File: src/rtl/id_stage_pipelined_pkg.sv
// Shared MIPS decode constants and the control bundle produced by the ID stage.
// The opcode/funct table lives here so every stage decodes the same way.
package id_stage_pipelined_pkg;

    localparam logic [5:0] OP_RTYPE = 6'h00;
    localparam logic [5:0] OP_LW    = 6'h23;
    localparam logic [5:0] OP_SW    = 6'h2B;
    localparam logic [5:0] OP_ADDI  = 6'h08;
    localparam logic [5:0] OP_ANDI  = 6'h0C;
    localparam logic [5:0] OP_ORI   = 6'h0D;
    localparam logic [5:0] OP_BEQ   = 6'h04;

    localparam logic [5:0] ALU_ADD = 6'h20;
    localparam logic [5:0] ALU_SUB = 6'h22;
    localparam logic [5:0] ALU_AND = 6'h24;
    localparam logic [5:0] ALU_OR  = 6'h25;

    typedef struct packed {
        logic [5:0] alu_op;
        logic       alu_src;
        logic       reg_dst;
        logic       mem_read;
        logic       mem_write;
        logic       reg_write;
        logic       mem_to_reg;
        logic       branch;
        logic       zero_ext;
    } ctrl_t;

    // Unknown opcodes fall through to an all-zero bundle, i.e. a NOP.
    function automatic ctrl_t decode_ctrl(input logic [5:0] opcode, input logic [5:0] funct);
        ctrl_t c;
        c = '0;
        case (opcode)
            OP_RTYPE: begin c.alu_op = funct;   c.reg_dst = 1'b1; c.reg_write = 1'b1; end
            OP_LW:    begin c.alu_op = ALU_ADD; c.alu_src = 1'b1; c.mem_read = 1'b1;
                            c.mem_to_reg = 1'b1; c.reg_write = 1'b1; end
            OP_SW:    begin c.alu_op = ALU_ADD; c.alu_src = 1'b1; c.mem_write = 1'b1; end
            OP_ADDI:  begin c.alu_op = ALU_ADD; c.alu_src = 1'b1; c.reg_write = 1'b1; end
            OP_ANDI:  begin c.alu_op = ALU_AND; c.alu_src = 1'b1; c.reg_write = 1'b1;
                            c.zero_ext = 1'b1; end
            OP_ORI:   begin c.alu_op = ALU_OR;  c.alu_src = 1'b1; c.reg_write = 1'b1;
                            c.zero_ext = 1'b1; end
            OP_BEQ:   begin c.alu_op = ALU_SUB; c.branch = 1'b1; end
            default:  c = '0;
        endcase
        return c;
    endfunction

endpackage

File: src/rtl/id_stage_pipelined_reg_file.sv
// Two-read / one-write register file with hard-wired zero register and
// optional same-cycle write-back forwarding onto the read ports.
module reg_file_2r1w
    import id_stage_pipelined_pkg::*;
#(
    parameter int DATA_W     = 32,
    parameter int REG_ADDR_W = 5,
    parameter int BYPASS_WB  = 1
) (
    input  logic                  clock,
    input  logic                  reset,
    input  logic                  we,
    input  logic [REG_ADDR_W-1:0] waddr,
    input  logic [DATA_W-1:0]     wdata,
    input  logic [REG_ADDR_W-1:0] raddr1,
    input  logic [REG_ADDR_W-1:0] raddr2,
    output logic [DATA_W-1:0]     rdata1,
    output logic [DATA_W-1:0]     rdata2
);

    localparam int NUM_REGS = 2 ** REG_ADDR_W;

    logic [DATA_W-1:0] mem [NUM_REGS];
    logic              wr_valid;

    assign wr_valid = we && (waddr != '0);

    // NOTE: the array is cleared by reset because a reset must leave every register reading zero; this rules out a RAM macro.
    always_ff @(posedge clock or posedge reset) begin
        if (reset) begin
            for (int i = 0; i < NUM_REGS; i++) mem[i] <= '0;
        end else if (wr_valid) begin
            mem[waddr] <= wdata;
        end
    end

    // NOTE: each output gets a default before any condition so no latch is inferred.
    always_comb begin
        rdata1 = mem[raddr1];
        rdata2 = mem[raddr2];
        if (BYPASS_WB != 0 && wr_valid && waddr == raddr1) rdata1 = wdata;
        if (BYPASS_WB != 0 && wr_valid && waddr == raddr2) rdata2 = wdata;
        if (raddr1 == '0) rdata1 = '0;
        if (raddr2 == '0) rdata2 = '0;
    end

endmodule

File: src/rtl/id_stage_pipelined.sv
// MIPS instruction-decode stage: register read, control decode, immediate
// extension, load-use hazard detection and the registered ID/EX boundary.
module id_stage_pipelined
    import id_stage_pipelined_pkg::*;
#(
    parameter int DATA_W     = 32,
    parameter int REG_ADDR_W = 5,
    parameter int IMM_W      = 16,
    parameter int BYPASS_WB  = 1
) (
    input  logic                  clock,
    input  logic                  reset,
    input  logic                  enable,
    input  logic                  flush,
    input  logic [31:0]           instruction,
    input  logic [DATA_W-1:0]     pc_plus4,
    input  logic                  wb_we,
    input  logic [REG_ADDR_W-1:0] wb_addr,
    input  logic [DATA_W-1:0]     wb_data,
    input  logic                  ex_mem_read,
    input  logic [REG_ADDR_W-1:0] ex_rt,
    output logic                  stall,
    output logic [DATA_W-1:0]     id_reg_data1,
    output logic [DATA_W-1:0]     id_reg_data2,
    output logic [DATA_W-1:0]     id_imm,
    output logic [DATA_W-1:0]     id_pc_plus4,
    output logic [REG_ADDR_W-1:0] id_rs,
    output logic [REG_ADDR_W-1:0] id_rt,
    output logic [REG_ADDR_W-1:0] id_rd,
    output logic [5:0]            id_alu_op,
    output logic                  id_alu_src,
    output logic                  id_reg_dst,
    output logic                  id_mem_read,
    output logic                  id_mem_write,
    output logic                  id_reg_write,
    output logic                  id_mem_to_reg,
    output logic                  id_branch
);

    logic [REG_ADDR_W-1:0] rs, rt, rd;
    logic [IMM_W-1:0]      imm_field;
    logic [DATA_W-1:0]     imm_ext;
    logic [DATA_W-1:0]     rdata1, rdata2;
    ctrl_t                 ctrl;
    logic                  bubble;

    assign rs        = REG_ADDR_W'(instruction[25:21]);
    assign rt        = REG_ADDR_W'(instruction[20:16]);
    assign rd        = REG_ADDR_W'(instruction[15:11]);
    assign imm_field = instruction[IMM_W-1:0];
    assign ctrl      = decode_ctrl(instruction[31:26], instruction[5:0]);
    assign imm_ext   = ctrl.zero_ext ? DATA_W'(imm_field) : DATA_W'($signed(imm_field));

    // A taken branch squashes this instruction anyway, so it never needs to wait on a load.
    assign stall  = ex_mem_read && (ex_rt != '0) && (ex_rt == rs || ex_rt == rt) && !flush;
    assign bubble = flush || stall;

    reg_file_2r1w #(
        .DATA_W     (DATA_W),
        .REG_ADDR_W (REG_ADDR_W),
        .BYPASS_WB  (BYPASS_WB)
    ) u_reg_file (
        .clock  (clock),
        .reset  (reset),
        .we     (wb_we),
        .waddr  (wb_addr),
        .wdata  (wb_data),
        .raddr1 (rs),
        .raddr2 (rt),
        .rdata1 (rdata1),
        .rdata2 (rdata2)
    );

    // Data fields load even on a bubble; only the controls are forced to zero.
    always_ff @(posedge clock or posedge reset) begin
        if (reset) begin
            id_reg_data1  <= '0;
            id_reg_data2  <= '0;
            id_imm        <= '0;
            id_pc_plus4   <= '0;
            id_rs         <= '0;
            id_rt         <= '0;
            id_rd         <= '0;
            id_alu_op     <= '0;
            id_alu_src    <= 1'b0;
            id_reg_dst    <= 1'b0;
            id_mem_read   <= 1'b0;
            id_mem_write  <= 1'b0;
            id_reg_write  <= 1'b0;
            id_mem_to_reg <= 1'b0;
            id_branch     <= 1'b0;
        end else if (enable) begin
            id_reg_data1 <= rdata1;
            id_reg_data2 <= rdata2;
            id_imm       <= imm_ext;
            id_pc_plus4  <= pc_plus4;
            id_rs        <= rs;
            id_rt        <= rt;
            id_rd        <= rd;
            if (bubble) begin
                id_alu_op     <= '0;
                id_alu_src    <= 1'b0;
                id_reg_dst    <= 1'b0;
                id_mem_read   <= 1'b0;
                id_mem_write  <= 1'b0;
                id_reg_write  <= 1'b0;
                id_mem_to_reg <= 1'b0;
                id_branch     <= 1'b0;
            end else begin
                id_alu_op     <= ctrl.alu_op;
                id_alu_src    <= ctrl.alu_src;
                id_reg_dst    <= ctrl.reg_dst;
                id_mem_read   <= ctrl.mem_read;
                id_mem_write  <= ctrl.mem_write;
                id_reg_write  <= ctrl.reg_write;
                id_mem_to_reg <= ctrl.mem_to_reg;
                id_branch     <= ctrl.branch;
            end
        end
    end

endmodule

File: config.mk
export PLATFORM = sky130hd
export DESIGN_NAME = id_stage_pipelined
export DESIGN_NICKNAME = d
export VERILOG_FILES = /design/src/rtl/id_stage_pipelined_pkg.sv /design/src/rtl/id_stage_pipelined_reg_file.sv /design/src/rtl/id_stage_pipelined.sv
export SDC_FILE = /design/constraint.sdc
export NUM_CORES = 2
export LEC_CHECK = 0
export ABC_AREA = 0
export CORE_AREA = 2 2 319 321
export DETAILED_ROUTE_END_ITERATION = 8
export DIE_AREA = 0 0 321 323
export PLACE_DENSITY = 0.77
export SLEW_MARGIN = 20
export SYNTH_ARGS = -nofsm -noshare
export SYNTH_HDL_FRONTEND = slang
export SYNTH_SLANG_ARGS = --single-unit
File: constraint.sdc
create_clock -name clock -period 45.8 [get_ports clock]
set_input_delay 9.16 -clock clock [delete_from_list [all_inputs] [get_ports clock]]
set_output_delay 9.16 -clock clock [all_outputs]
set_load 0.03 [all_outputs]
==> run_results.csv <==
group,metric,value,unit
die,dieHeight,323,um
critical_path,startpoint_type,"primary input",
layout,instances_no_fill,5454,
pwr,p_per_area,44.54,nW/um^2
synth,synth_cell_types,52,
clocking,cts_buffers,120,
global_route,grt_use_total,0.3545,
critical_path,rr_worst_depth,5,
detailed_routing,drt-total-wl,183000,um
layout,final_common_cell,"dfrtp_1",
critical_path,path_cells,"clkdlybuf4s50_1 -> or4_1 -> o21a_1 -> nand2_1 -> nor2_1 -> clkdlybuf4s50_1",
global_route,grt-ovfl-total,0,
pwr,ir_worst_vdd,0.03372,mV
critical_path,crit_path_start,"ex_rt[1]",
clocking,clk_latency,0.73,ns
clocking,holdBufCountCts,0,
pwr,pwr-share-comb,0.201,
synth,ys_async_sr_fraction,1.000,
timing,rsz0062_at_grt,"false",
layout,multi_input_area,28630,um^2
pwr,power_frac_seq,0.453,
place,numPortBuffers,268,
global_route,antenna_found_initial,9,
timing,period_minus_slack,20.25,ns
clocking,clockRootBuffer,"clkbuf_16",
layout,largest-register,"u_reg_file.mem",
place,placed_area,62720,um^2
die,fp.dieW,321,um
place,hpwl,100900,um
clocking,clock-sinks,1159,
global_route,grt_pass1_wl,269300,um
pwr,power_frac_clock,0.346,
layout,largest_reg_flops,1024,
timing,max_freq,49.39,MHz
die,rows,117,
timing,worst_slew_pin_slew,1.211,ns
detailed_routing,routedWlPerCell,33.55,um
layout,finalInstanceArea,66750,um^2
place,placedCellCount,5231,
timing,hold_slack,0.3923,ns
critical_path,required,36.64,ns
critical_path,critPathMaxFanout,3,
layout,num-fill-cells,7114,
job,drv_cap,0,
pwr,switching_share,0.2763,
synth,syn-num-nets,4151,
detailed_routing,drc_errors,0,
critical_path,worstSetupPathType,"primary input to output pin",
synth,yosysSeqAreaShare,0.4863,
detailed_routing,drt-vias-per-instance,7.250,
critical_path,cpMostUsedCell,"clkdlybuf4s50_1",
synth,ys_ff_latch,1159,
detailed_routing,drt-initial-drc-count,4702,
layout,syn2layout_area_growth,11.92,%
pwr,power.leakage,28.78,nW
critical_path,endpoint_kind,"output pin",
timing,finalSetupTns,0,ns
critical_path,cp-endpoint,"stall",
layout,nets,4156,
timing,finalHoldViolations,0,
clocking,htreeDepth,3,
clocking,postCtsSetupBuffers,0,
layout,register_area,29000,um^2
critical_path,slowest_stage,"clkdlybuf4s50_1",
timing,relSlewSlack,0.1926,
pwr,cellInternalPower,2.152,mW
die,core,100700,um^2
synth,netlist_area,59640,um^2
critical_path,r2r_start,"u_reg_file.mem[536]",
timing,fin_skew,0.02423,ns
global_route,grt_pass1_vias,39940,
clocking,cts_resized,0,
synth,syn_avg_cell_area,14.77,um^2
layout,postLayoutCoreUtil,0.6628,
layout,drive_above_1_share,0.4541,
clocking,cts.clk_slew.worst_paths,0.06,ns
die,die_area,103700,um^2
detailed_routing,ant_nets,0,
synth,synth_warnings,0,
detailed_routing,first_pass_iters,6,
timing,final_max_slew_viol_count,0,
pwr,p_sw,0.8214,mW
die,start_util,0.5922,
timing,min_period_over_period,0.4421,
min_path,hold_class,"flop to flop",
layout,final_cell_mix,"dfrtp_1, mux2_2, mux4_2",
synth,synth_edf_count,0,
critical_path,crit_arrival,11.09,ns
global_route,grt_max_degree,176,
critical_path,r2r_end,"id_reg_data2[24]",
clocking,cts_tree,"built",
synth,synthCells,4039,
status,status,"finished clean",
die,io_pins,269,
detailed_routing,via_count,39540,
place,gp_congestion,0.8303,
clocking,clockBufferDepth,3,
timing,finalSetupViolCount,0,
synth,synth_ff_type,"dfrtp_1",
critical_path,max_stage_delay,0.59,ns
critical_path,rrSetupSlack,43.43,ns
[worst min path at each step]
stage	startpoint	to	slack (ns)	cells after the start
3_5_place_dp	u_reg_file.mem[1000]	u_reg_file.mem[1000]	0.39	0
2_1_floorplan	u_reg_file.mem[1000]	u_reg_file.mem[1000]	0.44	1
6_report	u_reg_file.mem[1016]	u_reg_file.mem[1016]	0.39	0
4_1_cts	u_reg_file.mem[994]	u_reg_file.mem[994]	0.40	0
3_3_place_gp	u_reg_file.mem[992]	u_reg_file.mem[992]	0.38	0
5_1_grt	u_reg_file.mem[1005]	u_reg_file.mem[1005]	0.41	0
[synth_stat cells, types with 32 or more instances]
library cell	n	share of area
a211oi_1	39	0.0049
mux2i_1	258	0.043
a22o_1	32	0.0047
clkbuf_1	273	0.017
nand2_1	65	0.0041
o22ai_1	64	0.0067
buf_2	74	0.0062
a21oi_1	41	0.0034
dfrtp_1	1159	0.49
a221o_1	64	0.011
a221oi_1	64	0.0094
buf_1	60	0.0038
mux2_2	1111	0.21
mux4_2	384	0.14
buf_4	52	0.0065
o221ai_1	64	0.0094
a22oi_1	39	0.0049
[metal layers]
metal,vias to the layer above,global-route usage,share of wire
li1,15660,-,-
met1,21060,0.4942,0.40
met2,2310,0.5397,0.46
met3,499,0.08803,0.11
met4,10,0.1429,0.040
met5,-,0,0.00036
[layout make-up]
class                   count  area share
well taps                1309     0.02454
repair buffers            364     0.05001
diodes                      3   0.0001125
flip-flops and latches   1159      0.4345
clock inverters            49    0.009447
inverters                   3   0.0002999
multi-input cells        2396      0.4289
clock buffers             171     0.05222
[cells by family after synthesis]
kind of cell,after synthesis,synth area share
muxes,1753,0.3981
DFF,1159,0.4863
buffers and inverters,484,0.03805
AOI/OAI and AO/OA,452,0.06082
and+or+nand+nor,171,0.01387
xor gates and xnor gates,20,0.002937
[power by group through the flow]
stage               logic [mW]  clock network, mW  registers [mW]
floorplan                0.431                  0            1.35
global placement         0.580                  0            1.34
detailed placement       0.594                  0            1.36
CTS                      0.598               1.04            1.34
global route             0.636               1.08            1.37
finish                   0.598               1.03            1.35
[per-stage QoR]
| step | setup WS, ns | power, mW |
|---|---|---|
| CTS | 25.56 | 2.974 |
| detailed placement | 25.56 | 1.951 |
| finish | 25.55 | 2.973 |
| global placement | 25.55 | 1.923 |
| floorplan | 3.996 | 1.780 |
| global route | 25.49 | 3.084 |
[critical path: cells and delay by family]
family / cells / cell delay (ns)
compound gates: 1 / 0.21
buf+inv: 2 / 1.07
simple gates: 3 / 0.64
(Power assumes the default switching activity.)
